<file path="src/rtl/race_key_conditioner.sv">
`default_nettype none
// ============================================================================
// Module   : race_key_conditioner
// Purpose  : Synchronises and debounces four active-low race buttons. Emits one
//            registered step pulse per press, or a chord pulse per player.
// Revision : 1.0  initial release
// ============================================================================
module race_key_conditioner #(
   parameter int DEBOUNCE_CYCLES = 500000,
   parameter int CNT_W           = 20
) (
   input  logic       clk,
   input  logic       resetn,
   input  logic       enable,
   input  logic [3:0] key_n,
   output logic       p1_left,
   output logic       p1_right,
   output logic       p2_left,
   output logic       p2_right,
   output logic       p1_chord,
   output logic       p2_chord,
   output logic [3:0] held
);

   typedef enum logic [1:0] {
      ST_IDLE         = 2'd0,
      ST_PRESS_WAIT   = 2'd1,
      ST_HELD         = 2'd2,
      ST_RELEASE_WAIT = 2'd3
   } state_t;

   localparam logic [CNT_W-1:0] c_target = CNT_W'(DEBOUNCE_CYCLES);
   localparam logic [CNT_W-1:0] c_one    = CNT_W'(1);

   logic [3:0] r_sync1;
   logic [3:0] r_sync2;
   logic [3:0] w_accept;

   // The input is inverted ahead of the synchroniser so that 1 always means pressed.
   always_ff @(posedge clk) begin
      if (!resetn) begin
         r_sync1 <= 4'b0000;
         r_sync2 <= 4'b0000;
      end else begin
         r_sync1 <= ~key_n;
         r_sync2 <= r_sync1;
      end
   end

   for (genvar gi = 0; gi < 4; gi++) begin : g_key
      state_t           r_state;
      state_t           w_state_nxt;
      logic [CNT_W-1:0] r_cnt;
      logic [CNT_W-1:0] w_cnt_nxt;
      logic [CNT_W-1:0] w_cnt_inc;
      logic             w_acc;

      assign w_cnt_inc = (r_cnt >= c_target) ? c_target : r_cnt + c_one;

      // The accept strobe is combinational, so the registered pulse lands on
      // the same edge on which the FSM enters HELD.
      always_comb begin
         w_state_nxt = r_state;
         w_cnt_nxt   = r_cnt;
         w_acc       = 1'b0;
         case (r_state)
            ST_IDLE: begin
               if (r_sync2[gi]) begin
                  if (c_target == c_one) begin
                     w_state_nxt = ST_HELD;
                     w_cnt_nxt   = '0;
                     w_acc       = 1'b1;
                  end else begin
                     w_state_nxt = ST_PRESS_WAIT;
                     w_cnt_nxt   = c_one;
                  end
               end
            end
            ST_PRESS_WAIT: begin
               if (!r_sync2[gi]) begin
                  w_state_nxt = ST_IDLE;
                  w_cnt_nxt   = '0;
               end else if (w_cnt_inc == c_target) begin
                  w_state_nxt = ST_HELD;
                  w_cnt_nxt   = '0;
                  w_acc       = 1'b1;
               end else begin
                  w_cnt_nxt   = w_cnt_inc;
               end
            end
            ST_HELD: begin
               if (!r_sync2[gi]) begin
                  if (c_target == c_one) begin
                     w_state_nxt = ST_IDLE;
                     w_cnt_nxt   = '0;
                  end else begin
                     w_state_nxt = ST_RELEASE_WAIT;
                     w_cnt_nxt   = c_one;
                  end
               end
            end
            ST_RELEASE_WAIT: begin
               if (r_sync2[gi]) begin
                  w_state_nxt = ST_HELD;
                  w_cnt_nxt   = '0;
               end else if (w_cnt_inc == c_target) begin
                  w_state_nxt = ST_IDLE;
                  w_cnt_nxt   = '0;
               end else begin
                  w_cnt_nxt   = w_cnt_inc;
               end
            end
            default: begin
               w_state_nxt = ST_IDLE;
               w_cnt_nxt   = '0;
            end
         endcase
      end

      always_ff @(posedge clk) begin
         if (!resetn) begin
            r_state <= ST_IDLE;
            r_cnt   <= '0;
         end else begin
            r_state <= w_state_nxt;
            r_cnt   <= w_cnt_nxt;
         end
      end

      assign w_accept[gi] = w_acc;
      assign held[gi]     = (r_state == ST_HELD) || (r_state == ST_RELEASE_WAIT);
   end

   // Same-cycle left+right accepts collapse into the chord pulse only.
   always_ff @(posedge clk) begin
      if (!resetn) begin
         p1_left  <= 1'b0;
         p1_right <= 1'b0;
         p1_chord <= 1'b0;
         p2_left  <= 1'b0;
         p2_right <= 1'b0;
         p2_chord <= 1'b0;
      end else begin
         p1_left  <= enable &  w_accept[3] & ~w_accept[2];
         p1_right <= enable & ~w_accept[3] &  w_accept[2];
         p1_chord <= enable &  w_accept[3] &  w_accept[2];
         p2_left  <= enable &  w_accept[1] & ~w_accept[0];
         p2_right <= enable & ~w_accept[1] &  w_accept[0];
         p2_chord <= enable &  w_accept[1] &  w_accept[0];
      end
   end

endmodule
`default_nettype wire
</file>
<file path="config.mk">
export PLATFORM = sky130hd
export DESIGN_NAME = race_key_conditioner
export DESIGN_NICKNAME = d
export VERILOG_FILES = /design/src/rtl/race_key_conditioner.sv
export SDC_FILE = /design/constraint.sdc
export NUM_CORES = 1
export LEC_CHECK = 0
export BUFFER_PORTS_ARGS = -buffer_cell sky130_fd_sc_hd__buf_2
export CAP_MARGIN = 0
export CORE_MARGIN = 8
export CORE_UTILIZATION = 40
export DETAILED_ROUTE_END_ITERATION = 7
export GPL_TIMING_DRIVEN = 1
export SLEW_MARGIN = 25
export SYNTH_ARGS = -nofsm -noshare
export SYNTH_HDL_FRONTEND = slang
export SYNTH_SLANG_ARGS = --single-unit
</file>
<file path="constraint.sdc">
create_clock -name clk -period 3.7 [get_ports clk]
set_clock_uncertainty 0.15 [all_clocks]
set_input_delay 0.185 -clock clk [delete_from_list [all_inputs] [get_ports clk]]
set_output_delay 0.185 -clock clk [all_outputs]
set_load 0.005 [all_outputs]
</file>
==> flow_summary_export.csv <==
group,metric,value,unit
worst_hold_path,hp-class,"primary input to register",
clocking,post_cts_buffers,0,
synth,synth_cells,825,
die,die_h,141,um
synth,synth-compound-area-share,22.4,%
synth,synth-edff-count,0,
timing,clock.fmax,303,MHz
synth,synthesis.nets,840,
timing,rsz0062_at_grt,"false",
synth,syn_area,6270,sq um
route,routed-via-count,5905,
setup_path,required,3770,ps
synth,synth_top_family_by_area,"simple AND/OR/NAND/NOR gates",
synth,synthFlopType,"dfxtp_1",
timing,tns,0,ps
synth,synthMuxAreaShare,1.28,%
timing,maxSlewViolCount,0,
clocking,cts_tree,"built",
clocking,htree_levels,3,
power,p_per_area,340,nW/um^2
timing,setup_viol,0,
power,power.leakage,0.00233,uW
power,swShare,21.4,%
clocking,cts-root-buf,"clkbuf_16",
clocking,clk_latency,350,ps
synth,ys_ff_latch,102,
synth,synthAdderAreaFrac,1.60,%
route,drc_errors,0,
run,max_cap_violations,0,
die,row_count,45,
setup_path,critPathKind,"register to register",
synth,synth-xor-area-share,3.35,%
global_route,gr-total-overflow,0,
setup_path,rrSetupSlack,400,ps
power,pwr-share-comb,3.4,%
timing,finalCriticalPeriod,3300,ps
route,avgRoutedWirePerCell,15.5,um
synth,synthArstFlopShare,0,%
layout,drive_gt1_share,7.60,%
clocking,cts_buffers,9,
die,pin_count,17,
layout,fin_nets,813,
timing,worstMarginPinSlew,915,ps
global_route,grt_max_degree,46,
power,p_int,1810,uW
timing,max_slew_margin,39.0,%
global_route,grt_pass1_wl,26200,um
route,ant_nets,0,
route,drtIter0Drc,538,
placement,pre_cts_ws,342,ps
status,status,"finished clean",
power,power_switching,492,uW
placement,place.gp.congestion,0.847,
die,core_region_area,15300,sq um
power,max-vdd-ir-drop,259,uV
layout,antenna_cells,0,
placement,hpwl,10900,um
timing,setup_ws,404,ps
clocking,clk_pin_slew,70,ps
synth,synth-simple-area-share,32.5,%
global_route,grt_pass1_vias,5228,
route,drt_wl_total,15800,um
setup_path,end_kind,"register",
route,firstDrtPassIters,5,
power,clkPwrFrac,48.2,%
setup_path,crit_fanout,9,
layout,layout_commonest_cell,"dfxtp_1",
placement,numPortBuffers,16,
synth,synth_warnings,0,
layout,layout_common_cells,"102 x dfxtp_1, 87 x nand2_1, 60 x nor2_1",
die,initial_core_util,41.1,%
synth,yosysSeqAreaShare,32.6,%
die,die_area,19900,sq um
timing,period_share,89.1,%
setup_path,start_kind,"register",
synth,avgSynthCellArea,7.60,sq um
die,die_x,141,um
clocking,clock_path_buffers,2,
layout,syn_to_final_growth,8.06,%
synth,synth_cell_type_count,76,
timing,hold_viol,0,
power,power_frac_seq,48.4,%
global_route,antenna_found_initial,0,
global_route,grt.total_usage,15.8,%
setup_path,critPathArrivalTime,3370,ps
clocking,cts_sinks,102,
route,via_per_inst,5.82,
state kept, by name (all words and copies together), names as in the netlist, named ones only:
| register | flops |
|---|---|
| r_sync1 | 4 |
| p1_chord | 1 |
| p2_chord | 1 |
| g_key.r_state | 4 |
| p1_left | 1 |
| g_key.r_cnt | 80 |
| p2_right | 1 |
| r_sync2 | 4 |
| p2_left | 1 |
| p1_right | 1 |
power by group through the flow:
stage	sequential, uW	clock (uW)	combinational, uW
after detailed placement	1140	0	75.8
after floorplan	1140	0	50.1
after CTS	1110	1140	79.7
after global routing	1120	1180	88.4
final	1110	1110	79.5
after global placement	1140	0	76.2
cells by family after synthesis:
group | Yosys count
buf+inv | 93
mux | 8
flops | 102
xor+xnor | 24
fa+ha+maj | 8
compound gates | 209
simple gates | 381
area by class of cell:
| type | count | area [sq um] |
|---|---|---|
| well taps | 211 | 264 |
| inverters | 27 | 101 |
| fillers | 1537 | 8480 |
| multi-input cells | 630 | 3840 |
| clock buffers | 11 | 243 |
| flip-flops and latches | 102 | 2040 |
| clock inverters | 5 | 106 |
| repair buffers | 28 | 180 |
worst max-delay path: stages, from the launching register on:
cell and delay (ps):
dfxtp_1 480, ha_1 320, nand3_1 190, or3_1 530
nor3_1 270, o2111a_1 230, nand4bb_1 290, and2_1 300
o21ai_1 280, o22ai_1 140
metal layers:
| metal | vias to the layer above | global-route usage, % | wire length (um) |
|---|---|---|---|
| met5 | - | 0 | 0 |
| met4 | 0 | 5.09 | 218 |
| met3 | 21 | 3.11 | 705 |
| met2 | 134 | 24.3 | 6920 |
| met1 | 2775 | 21.7 | 7920 |
| li1 | 2975 | - | - |
synthesized netlist by cell type, drive strengths merged, types with 6 or more instances:
cell type / count / share of area [%]
a21o: 6 / 0.72
a21oi: 37 / 3.0
a22oi: 6 / 0.72
a31oi: 24 / 2.4
and2: 20 / 2.0
and3: 23 / 2.3
and4: 12 / 1.7
buf: 25 / 2.2
clkbuf: 41 / 2.5
dfxtp: 102 / 33
ha: 8 / 1.6
inv: 27 / 1.6
mux2i: 8 / 1.3
nand2: 89 / 5.4
nand2b: 9 / 0.90
nand3: 48 / 3.8
nand3b: 7 / 0.84
nand4: 29 / 3.1
nor2: 60 / 3.6
nor3: 24 / 1.9
nor3b: 8 / 0.96
nor4: 14 / 1.5
o21ai: 53 / 4.3
o22ai: 10 / 1.1
o31a: 6 / 0.84
o31ai: 9 / 1.1
or3: 18 / 1.8
or4: 7 / 0.84
xnor2: 11 / 1.5
xor2: 13 / 1.8
timing repair:
item | CTS | global route
hold buffers | 4 | 0
endpoints found under the setup margin | 0 | 6
endpoints found under the hold margin | 4 | 0
gates resized for setup | 0 | 2
metrics by stage:
| step | instances | utilization, % | hold WS, ps | power (uW) | cell area [sq um] |
|---|---|---|---|---|---|
| detailed placement | 994 | 41.8 | 198 | 1220 | 6380 |
| CTS | 1014 | 44.3 | 48.2 | 2340 | 6770 |
| floorplan | 825 | - | 107 | 1190 | 6270 |
| finish | 1014 | 44.4 | 60.0 | 2300 | 6770 |
| global route | 1014 | 44.4 | 76.8 | 2390 | 6770 |
| global placement | 994 | 41.8 | 201 | 1220 | 6380 |
path summary, 6_finish.rpt:
path                             startpoint  cells past startpoint                        endpoint
min                                  enable                      3              p2_left$_SDFF_PN0_
min reg2reg           r_sync1[3]$_SDFF_PN0_                      1           r_sync2[3]$_SDFF_PN0_
max          g_key[1].r_cnt[0]$_SDFFE_PN0P_                      9  g_key[1].r_cnt[8]$_SDFFE_PN0P_
max reg2reg  g_key[1].r_cnt[0]$_SDFFE_PN0P_                      9  g_key[1].r_cnt[8]$_SDFFE_PN0P_
Power figures use the tool's default switching activity.
